--- config.mk ---
export PLATFORM = sky130hd
export DESIGN_NAME = hazard_stall_ctrl_flat
export DESIGN_NICKNAME = d
export VERILOG_FILES = /design/src/rtl/mips_hazard_pkg.sv /design/src/rtl/hazard_stall_ctrl_if.sv /design/src/rtl/md_busy_counter.sv /design/src/rtl/hazard_stall_ctrl.sv /design/src/flat_wrapper.sv
export SDC_FILE = /design/constraint.sdc
export NUM_CORES = 1
export LEC_CHECK = 0
export ABC_AREA = 1
export BUFFER_PORTS_ARGS = -buffer_cell sky130_fd_sc_hd__buf_2
export CAP_MARGIN = 0
export CELL_PAD_IN_SITES_DETAIL_PLACEMENT = 0
export CELL_PAD_IN_SITES_GLOBAL_PLACEMENT = 1
export CORE_MARGIN = 2
export CORE_UTILIZATION = 38
export CTS_CLUSTER_DIAMETER = 100
export CTS_CLUSTER_SIZE = 24
export DETAILED_ROUTE_END_ITERATION = 8
export PLACE_DENSITY_LB_ADDON = 0.1
export RECOVER_POWER = 100
export SETUP_SLACK_MARGIN = 0.15
export SYNTH_ARGS = -nofsm -noshare
export SYNTH_HDL_FRONTEND = slang
export SYNTH_SLANG_ARGS = --single-unit
--- constraint.sdc ---
create_clock -name clk -period 2.85 [get_ports clk]
set_clock_uncertainty 0.15 [all_clocks]
set_input_delay 0.4275 -clock clk [delete_from_list [all_inputs] [get_ports clk]]
set_output_delay 0.4275 -clock clk [all_outputs]
set_load 0.005 [all_outputs]
--- src/rtl/mips_hazard_pkg.sv ---
// Shared types, stage-timing constants and the RAW compare helper for the
// hazard/stall controller.
package mips_hazard_pkg;

  typedef logic [4:0] reg_idx_t;
  typedef logic [1:0] stage_t;

  // Tuse: stages until the ID-stage operand is consumed.
  localparam stage_t TUSE_ID   = 2'd0;
  localparam stage_t TUSE_EX   = 2'd1;
  localparam stage_t TUSE_MEM  = 2'd2;
  localparam stage_t TUSE_NONE = 2'd3;

  // Tnew: cycles until a producer's result can be forwarded.
  localparam stage_t TNEW_NOW = 2'd0;
  localparam stage_t TNEW_ONE = 2'd1;
  localparam stage_t TNEW_TWO = 2'd2;

  localparam int DEF_MULT_LAT = 5;
  localparam int DEF_DIV_LAT  = 10;

  // Individual stall reasons, kept together so they can be probed as one.
  typedef struct packed {
    logic rs_haz;
    logic rt_haz;
    logic md_haz;
  } haz_t;

  function automatic logic raw_hazard(
    input reg_idx_t src,
    input stage_t   tuse,
    input reg_idx_t dst_e,
    input stage_t   tnew_e,
    input reg_idx_t dst_m,
    input stage_t   tnew_m
  );
    logic hit_e;
    logic hit_m;
    hit_e = (src == dst_e) && (tnew_e > tuse);
    hit_m = (src == dst_m) && (tnew_m > tuse);
    return (src != 5'd0) && (tuse != TUSE_NONE) && (hit_e || hit_m);
  endfunction

endpackage

--- src/rtl/hazard_stall_ctrl_if.sv ---
// ID-stage operand info, EX/MEM producer info and the resulting pipeline
// controls, bundled between the pipeline and the hazard controller.
interface hazard_stall_ctrl_if #(
  parameter int CNT_W = 32
);
  import mips_hazard_pkg::*;

  reg_idx_t         rs_d;
  reg_idx_t         rt_d;
  stage_t           tuse_rs_d;
  stage_t           tuse_rt_d;
  logic             md_use_d;
  reg_idx_t         dst_e;
  stage_t           tnew_e;
  reg_idx_t         dst_m;
  stage_t           tnew_m;
  logic             md_start_e;
  logic             md_div_e;

  logic             stall;
  logic             pc_en;
  logic             ifid_en;
  logic             idex_flush;
  logic             md_busy;
  logic             md_done;
  logic [CNT_W-1:0] stall_cnt;

  // Pipeline side: supplies stage info, consumes the controls.
  modport master (
    output rs_d, rt_d, tuse_rs_d, tuse_rt_d, md_use_d,
    output dst_e, tnew_e, dst_m, tnew_m, md_start_e, md_div_e,
    input  stall, pc_en, ifid_en, idex_flush, md_busy, md_done, stall_cnt
  );

  modport slave (
    input  rs_d, rt_d, tuse_rs_d, tuse_rt_d, md_use_d,
    input  dst_e, tnew_e, dst_m, tnew_m, md_start_e, md_div_e,
    output stall, pc_en, ifid_en, idex_flush, md_busy, md_done, stall_cnt
  );

endinterface

--- src/rtl/md_busy_counter.sv ---
// Mult/div occupancy countdown: loads the unit latency on start, counts down
// to zero, and flags busy plus a one-cycle done pulse on the 1->0 step.
module md_busy_counter
  import mips_hazard_pkg::*;
#(
  parameter int MULT_LAT = DEF_MULT_LAT,
  parameter int DIV_LAT  = DEF_DIV_LAT
) (
  input  logic clk,
  input  logic rst_n,
  input  logic start,
  input  logic is_div,
  output logic busy,
  output logic done
);

  localparam int MAX_LAT = (MULT_LAT > DIV_LAT) ? MULT_LAT : DIV_LAT;
  localparam int CW      = $clog2(MAX_LAT + 1);

  logic [CW-1:0] cnt_q;
  logic [CW-1:0] cnt_d;

  // A start always reloads, so a start while busy restarts the count.
  always_comb begin
    cnt_d = cnt_q;
    if (start) begin
      cnt_d = is_div ? CW'(DIV_LAT) : CW'(MULT_LAT);
    end else if (cnt_q != '0) begin
      cnt_d = cnt_q - CW'(1);
    end
  end

  always_ff @(posedge clk or negedge rst_n) begin
    if (!rst_n) begin
      cnt_q <= '0;
      busy  <= 1'b0;
      done  <= 1'b0;
    end else begin
      cnt_q <= cnt_d;
      busy  <= (cnt_d != '0);
      done  <= !start && (cnt_q == CW'(1));
    end
  end

endmodule

--- src/rtl/hazard_stall_ctrl.sv ---
// Pipeline stall/flush controller: Tuse/Tnew RAW detection against EX and MEM,
// mult/div occupancy interlock, and a saturating stall-cycle counter.
module hazard_stall_ctrl
  import mips_hazard_pkg::*;
#(
  parameter int MULT_LAT = DEF_MULT_LAT,
  parameter int DIV_LAT  = DEF_DIV_LAT,
  parameter int CNT_W    = 32
) (
  input logic               clk,
  input logic               rst_n,
  hazard_stall_ctrl_if.slave hif
);

  haz_t             haz;
  logic             stall;
  logic             md_busy;
  logic             md_done;
  logic [CNT_W-1:0] stall_cnt_q;

  always_comb begin
    haz.rs_haz = raw_hazard(hif.rs_d, hif.tuse_rs_d, hif.dst_e, hif.tnew_e,
                            hif.dst_m, hif.tnew_m);
    haz.rt_haz = raw_hazard(hif.rt_d, hif.tuse_rt_d, hif.dst_e, hif.tnew_e,
                            hif.dst_m, hif.tnew_m);
    // A unit start in EX already claims HI/LO for the next ID consumer.
    haz.md_haz = hif.md_use_d && (md_busy || hif.md_start_e);
  end

  assign stall = |haz;

  md_busy_counter #(
    .MULT_LAT(MULT_LAT),
    .DIV_LAT (DIV_LAT)
  ) u_md_busy_counter (
    .clk   (clk),
    .rst_n (rst_n),
    .start (hif.md_start_e),
    .is_div(hif.md_div_e),
    .busy  (md_busy),
    .done  (md_done)
  );

  always_ff @(posedge clk or negedge rst_n) begin
    if (!rst_n) begin
      stall_cnt_q <= '0;
    end else if (stall && (stall_cnt_q != '1)) begin
      stall_cnt_q <= stall_cnt_q + CNT_W'(1);
    end
  end

  assign hif.stall      = stall;
  assign hif.pc_en      = ~stall;
  assign hif.ifid_en    = ~stall;
  assign hif.idex_flush = stall;
  assign hif.md_busy    = md_busy;
  assign hif.md_done    = md_done;
  assign hif.stall_cnt  = stall_cnt_q;

endmodule

--- src/flat_wrapper.sv ---
// flat-port wrapper written by rule: the top's interface ports become plain ports
module hazard_stall_ctrl_flat import mips_hazard_pkg::*;
#(
  parameter int MULT_LAT = DEF_MULT_LAT,
  parameter int DIV_LAT  = DEF_DIV_LAT,
  parameter int CNT_W    = 32
)
  (clk, rst_n, hif_rs_d, hif_rt_d, hif_tuse_rs_d, hif_tuse_rt_d, hif_md_use_d, hif_dst_e, hif_tnew_e, hif_dst_m, hif_tnew_m, hif_md_start_e, hif_md_div_e, hif_stall, hif_pc_en, hif_ifid_en, hif_idex_flush, hif_md_busy, hif_md_done, hif_stall_cnt);
  hazard_stall_ctrl_if #(.CNT_W(CNT_W)) hif_i ();
  input logic clk;
  input logic rst_n;
  input wire logic [$bits(hif_i.rs_d)-1:0] hif_rs_d;
  input wire logic [$bits(hif_i.rt_d)-1:0] hif_rt_d;
  input wire logic [$bits(hif_i.tuse_rs_d)-1:0] hif_tuse_rs_d;
  input wire logic [$bits(hif_i.tuse_rt_d)-1:0] hif_tuse_rt_d;
  input wire logic [$bits(hif_i.md_use_d)-1:0] hif_md_use_d;
  input wire logic [$bits(hif_i.dst_e)-1:0] hif_dst_e;
  input wire logic [$bits(hif_i.tnew_e)-1:0] hif_tnew_e;
  input wire logic [$bits(hif_i.dst_m)-1:0] hif_dst_m;
  input wire logic [$bits(hif_i.tnew_m)-1:0] hif_tnew_m;
  input wire logic [$bits(hif_i.md_start_e)-1:0] hif_md_start_e;
  input wire logic [$bits(hif_i.md_div_e)-1:0] hif_md_div_e;
  output wire logic [$bits(hif_i.stall)-1:0] hif_stall;
  output wire logic [$bits(hif_i.pc_en)-1:0] hif_pc_en;
  output wire logic [$bits(hif_i.ifid_en)-1:0] hif_ifid_en;
  output wire logic [$bits(hif_i.idex_flush)-1:0] hif_idex_flush;
  output wire logic [$bits(hif_i.md_busy)-1:0] hif_md_busy;
  output wire logic [$bits(hif_i.md_done)-1:0] hif_md_done;
  output wire logic [$bits(hif_i.stall_cnt)-1:0] hif_stall_cnt;
  assign hif_i.rs_d = hif_rs_d;
  assign hif_i.rt_d = hif_rt_d;
  assign hif_i.tuse_rs_d = hif_tuse_rs_d;
  assign hif_i.tuse_rt_d = hif_tuse_rt_d;
  assign hif_i.md_use_d = hif_md_use_d;
  assign hif_i.dst_e = hif_dst_e;
  assign hif_i.tnew_e = hif_tnew_e;
  assign hif_i.dst_m = hif_dst_m;
  assign hif_i.tnew_m = hif_tnew_m;
  assign hif_i.md_start_e = hif_md_start_e;
  assign hif_i.md_div_e = hif_md_div_e;
  assign hif_stall = hif_i.stall;
  assign hif_pc_en = hif_i.pc_en;
  assign hif_ifid_en = hif_i.ifid_en;
  assign hif_idex_flush = hif_i.idex_flush;
  assign hif_md_busy = hif_i.md_busy;
  assign hif_md_done = hif_i.md_done;
  assign hif_stall_cnt = hif_i.stall_cnt;
  hazard_stall_ctrl #(.MULT_LAT(MULT_LAT), .DIV_LAT(DIV_LAT), .CNT_W(CNT_W)) u_core (.clk(clk), .rst_n(rst_n), .hif(hif_i));
endmodule
==> results.sh <==
export IMPL_slowest_stage="dfrtp_1"
export IMPL_comb_power_share_pct=21.4
export IMPL_rows=33
export IMPL_clock_root_buffer="clkbuf_8"
export IMPL_core_um2=8260
export IMPL_cp_startpoint="u_core.hif.stall_cnt[0]$_DFFE_PN0P_"
export IMPL_clk_pin_slew_worst_paths_ns=0.08
export IMPL_synth_mux_area_share_pct=0
export IMPL_maxSlewViolCount=39
export IMPL_holdBufCountCts=0
export IMPL_violations="max-capacitance violations, max-slew violations"
export IMPL_post_cts_setup_buffers=0
export IMPL_multiInputGateArea_um2=1910
export IMPL_grt_pass1_wl_um=14500
export IMPL_yosysWarnings=0
export IMPL_grt_max_degree=39
export IMPL_synth_compound_area_share_pct=2.28
export IMPL_ant_nets=0
export IMPL_ys_types=29
export IMPL_maxCapViolCount=1
export IMPL_worst_pin_slew_ns=2.20
export IMPL_path_cells="ha_1, nand3_4, nor2_4, nand3_1, nor2_1, nand3_4, nand2_4, nand2_1, nand2_1"
export IMPL_pwr_share_seq_pct=41.5
export IMPL_gp_congestion=0.813
export IMPL_min_period_ns=2.43
export IMPL_diodes=0
export IMPL_die_h_um=96.3
export IMPL_io_pins=71
export IMPL_synth_edf_count=0
export IMPL_ir_drop_mv=0.336
export IMPL_cts_max_path_buffers=2
export IMPL_fill_cells=935
export IMPL_viasPerCell=4.83
export IMPL_status="finished with violations"
export IMPL_clockPowerShare_pct=37.1
export IMPL_areaGrowthSynthToFinish_pct=15.6
export IMPL_die_x_um=96.3
export IMPL_die_area_um2=9280
export IMPL_seq_area_frac_synth_pct=29.4
export IMPL_critPathMaxStageDelay_ns=0.40
export IMPL_r2r_start="u_core.hif.stall_cnt[0]$_DFFE_PN0P_"
export IMPL_path_class="register to register"
export IMPL_clock_sinks=38
export IMPL_placedCellCount=666
export IMPL_p_int_mw=1.07
export IMPL_critical_path_max_fanout=25
export IMPL_slew_limit_headroom_pct=-47.0
export IMPL_antenna_found_initial=0
export IMPL_wirelength_um=8850
export IMPL_critical_path_arrival_ns=2.51
export IMPL_start_util_pct=39.2
export IMPL_synth_fp_nets=543
export IMPL_fmax_mhz=412
export IMPL_numCtsBuffers=5
export IMPL_powerDensity_nw_per_um2=413
export IMPL_crit_path_start_kind="register"
export IMPL_cts_resized=0
export IMPL_worstSkewPairLatency_ns=0.30
export IMPL_drt_initial_drc_count=121
export IMPL_synth_main_ff_cell="dfrtp_1"
export IMPL_synth_fa_ha_area_share_pct=4.25
export IMPL_hpwl_um=6850
export IMPL_hp_class="input pin to register"
export IMPL_synth_xor_area_share_pct=6.49
export IMPL_fin_util_pct=45.3
export IMPL_cts_tree="yes"
export IMPL_setup_viol=0
export IMPL_setup_tns_ns=0
export IMPL_cp_end_kind="register"
export IMPL_port_buffers=70
export IMPL_swShare_pct=31.0
export IMPL_drcViolationCount=0
export IMPL_gr_total_overflow=0
export IMPL_post_drt_wl_per_cell_um=13.1
export IMPL_stdcell_count=674
export IMPL_leakage_nw=2.01
export IMPL_dr_pass1_iters=4
export IMPL_switchingPower_uw=479
export IMPL_grtUsageTotal_pct=20.3
export IMPL_synth_area_um2=3240
export IMPL_required_ns=2.93
export IMPL_timing_hold_violations_final=0
export IMPL_drive_gt1_share_pct=14.4
export IMPL_synth_seq_cells=38
export IMPL_grt_pass1_vias=2988
export IMPL_synth_top_family_by_area="simple AND/OR/NAND/NOR gates"
export IMPL_syn_area_per_cell_um2=6.49
export IMPL_syn_inst=499
export IMPL_vias=3256
export IMPL_regArea_um2=951
export IMPL_fin_crit_sh_pct=85.2
export IMPL_hold_path_startpoint="hif_md_start_e"
export IMPL_rsz0062_at_grt="no"
export IMPL_final_nets=612
export IMPL_power_mw=1.55
export IMPL_cts_htree_levels=2
export IMPL_whs_ns=0.286
export IMPL_synthArstFlopShare_pct=100
export IMPL_yosys_area_share_simple_pct=46.5
synth_stat cells, drive strengths merged, types with 2 or more instances:
cell    count  area, um^2
xor2       17         149
nand3      56         360
nor3       14        91.3
buf        11        81.3
xnor2       7        61.3
dfrtp      38         951
nand2     192         741
and3        2        12.5
ha         11         138
nand3b      4        30.0
o21ai       7        35.0
a21oi       5        25.0
nand4       7        43.8
inv        74         278
nor2       52         228
cells in the final DEF, fill, tap and decap left out:
cell       netlist  layout
nor3_1          11      11
nor3_2           2       2
nor2_1          47      49
nand3_1         43      44
dfrtp_1         38      38
nand2_2          5       5
ha_1            11      11
nor3_4           1       1
buf_2            5      43
xor2_1          17      17
a31oi_1          1       1
nor2_2           1       1
bufinv_16        0       2
and3_1           2       2
clkinv_4         0       1
nand4_1          7       7
nand3_4          2       2
xnor2_1          7       7
nand3b_1         4       4
clkbuf_8         0       5
nand3_2         11      10
inv_1           70      70
nand2_1        186     186
inv_2            4       4
nor2_4           4       2
buf_4            4       3
o211ai_1         1       1
clkbuf_1         0      27
a21oi_1          5       5
o21ai_0          7       7
nand2_4          1       1
worst max-delay path: cells and delay by family, from the launching register on:
family,cells,cell delay (ns)
and+or+nand+nor,8,1.50
DFF,1,0.40
adders and majority gates,1,0.28
worst paths after layout:
check | end | slack, ns | cells past startpoint
setup / recovery | u_core.hif.stall_cnt[9]$_DFFE_PN0P_ | 0.42 | 9
hold / removal | u_core.u_md_busy_counter.cnt_q[1]$_DFF_PN0_ | 0.29 | 2
setup reg to reg | u_core.hif.stall_cnt[9]$_DFFE_PN0P_ | 0.42 | 9
hold reg to reg | u_core.u_md_busy_counter.done$_DFF_PN0_ | 0.34 | 1
max in group asynchronous | u_core.hif.stall_cnt[4]$_DFFE_PN0P_ | 0.67 | 1
min in group asynchronous | u_core.hif.stall_cnt[17]$_DFFE_PN0P_ | 0.62 | 1
power groups by stage:
stage               Clock (mW)  Combinational (mW)  Sequential [mW]
detailed placement           0               0.340            0.652
CTS                      0.587               0.342            0.642
floorplan                    0               0.215            0.647
finish                   0.573               0.331            0.641
global route             0.607               0.380            0.649
global placement             0               0.338            0.651
layer usage:
layer / up-vias / track usage, % / routed length, um
li1: 1683 / - / -
met1: 1498 / 29.1 / 4430
met2: 68 / 32.4 / 3960
met3: 7 / 3.21 / 396
met4: 0 / 4.23 / 70
met5: - / 0 / 0
final cells by class:
class	instances	share of cell area, %
sequential	38	25.4
clock inverter	3	1.84
inverter	74	7.42
timing repair buffer	73	9.05
multi-input combinational	376	51.0
tap	105	3.51
clock buffer	5	1.84
through the flow:
stage | setup slack, ns | area [um^2]
floorplan | 0.432 | 3240
global placement | 0.397 | 3670
detailed placement | 0.344 | 3670
CTS | 0.535 | 3800
global route | 0.211 | 3740
finish | 0.423 | 3740
sequential cells by signal, indices dropped and copies added (netlist names):
register / flops
u_core.u_md_busy_counter.cnt_q: 4
u_core.u_md_busy_counter.done: 1
u_core.hif.stall_cnt: 32
u_core.u_md_busy_counter.busy: 1
kinds of logic (layout without fill, tap and decap cells):
family          count (synthesis)  in the layout
fa+ha+maj                      11             11
xor+xnor                       24             24
simple gates                  327            327
compound gates                 14             14
flops                          38             38
buf+inv                        85            155
Note: power is estimated with default switching activity, not from simulation.
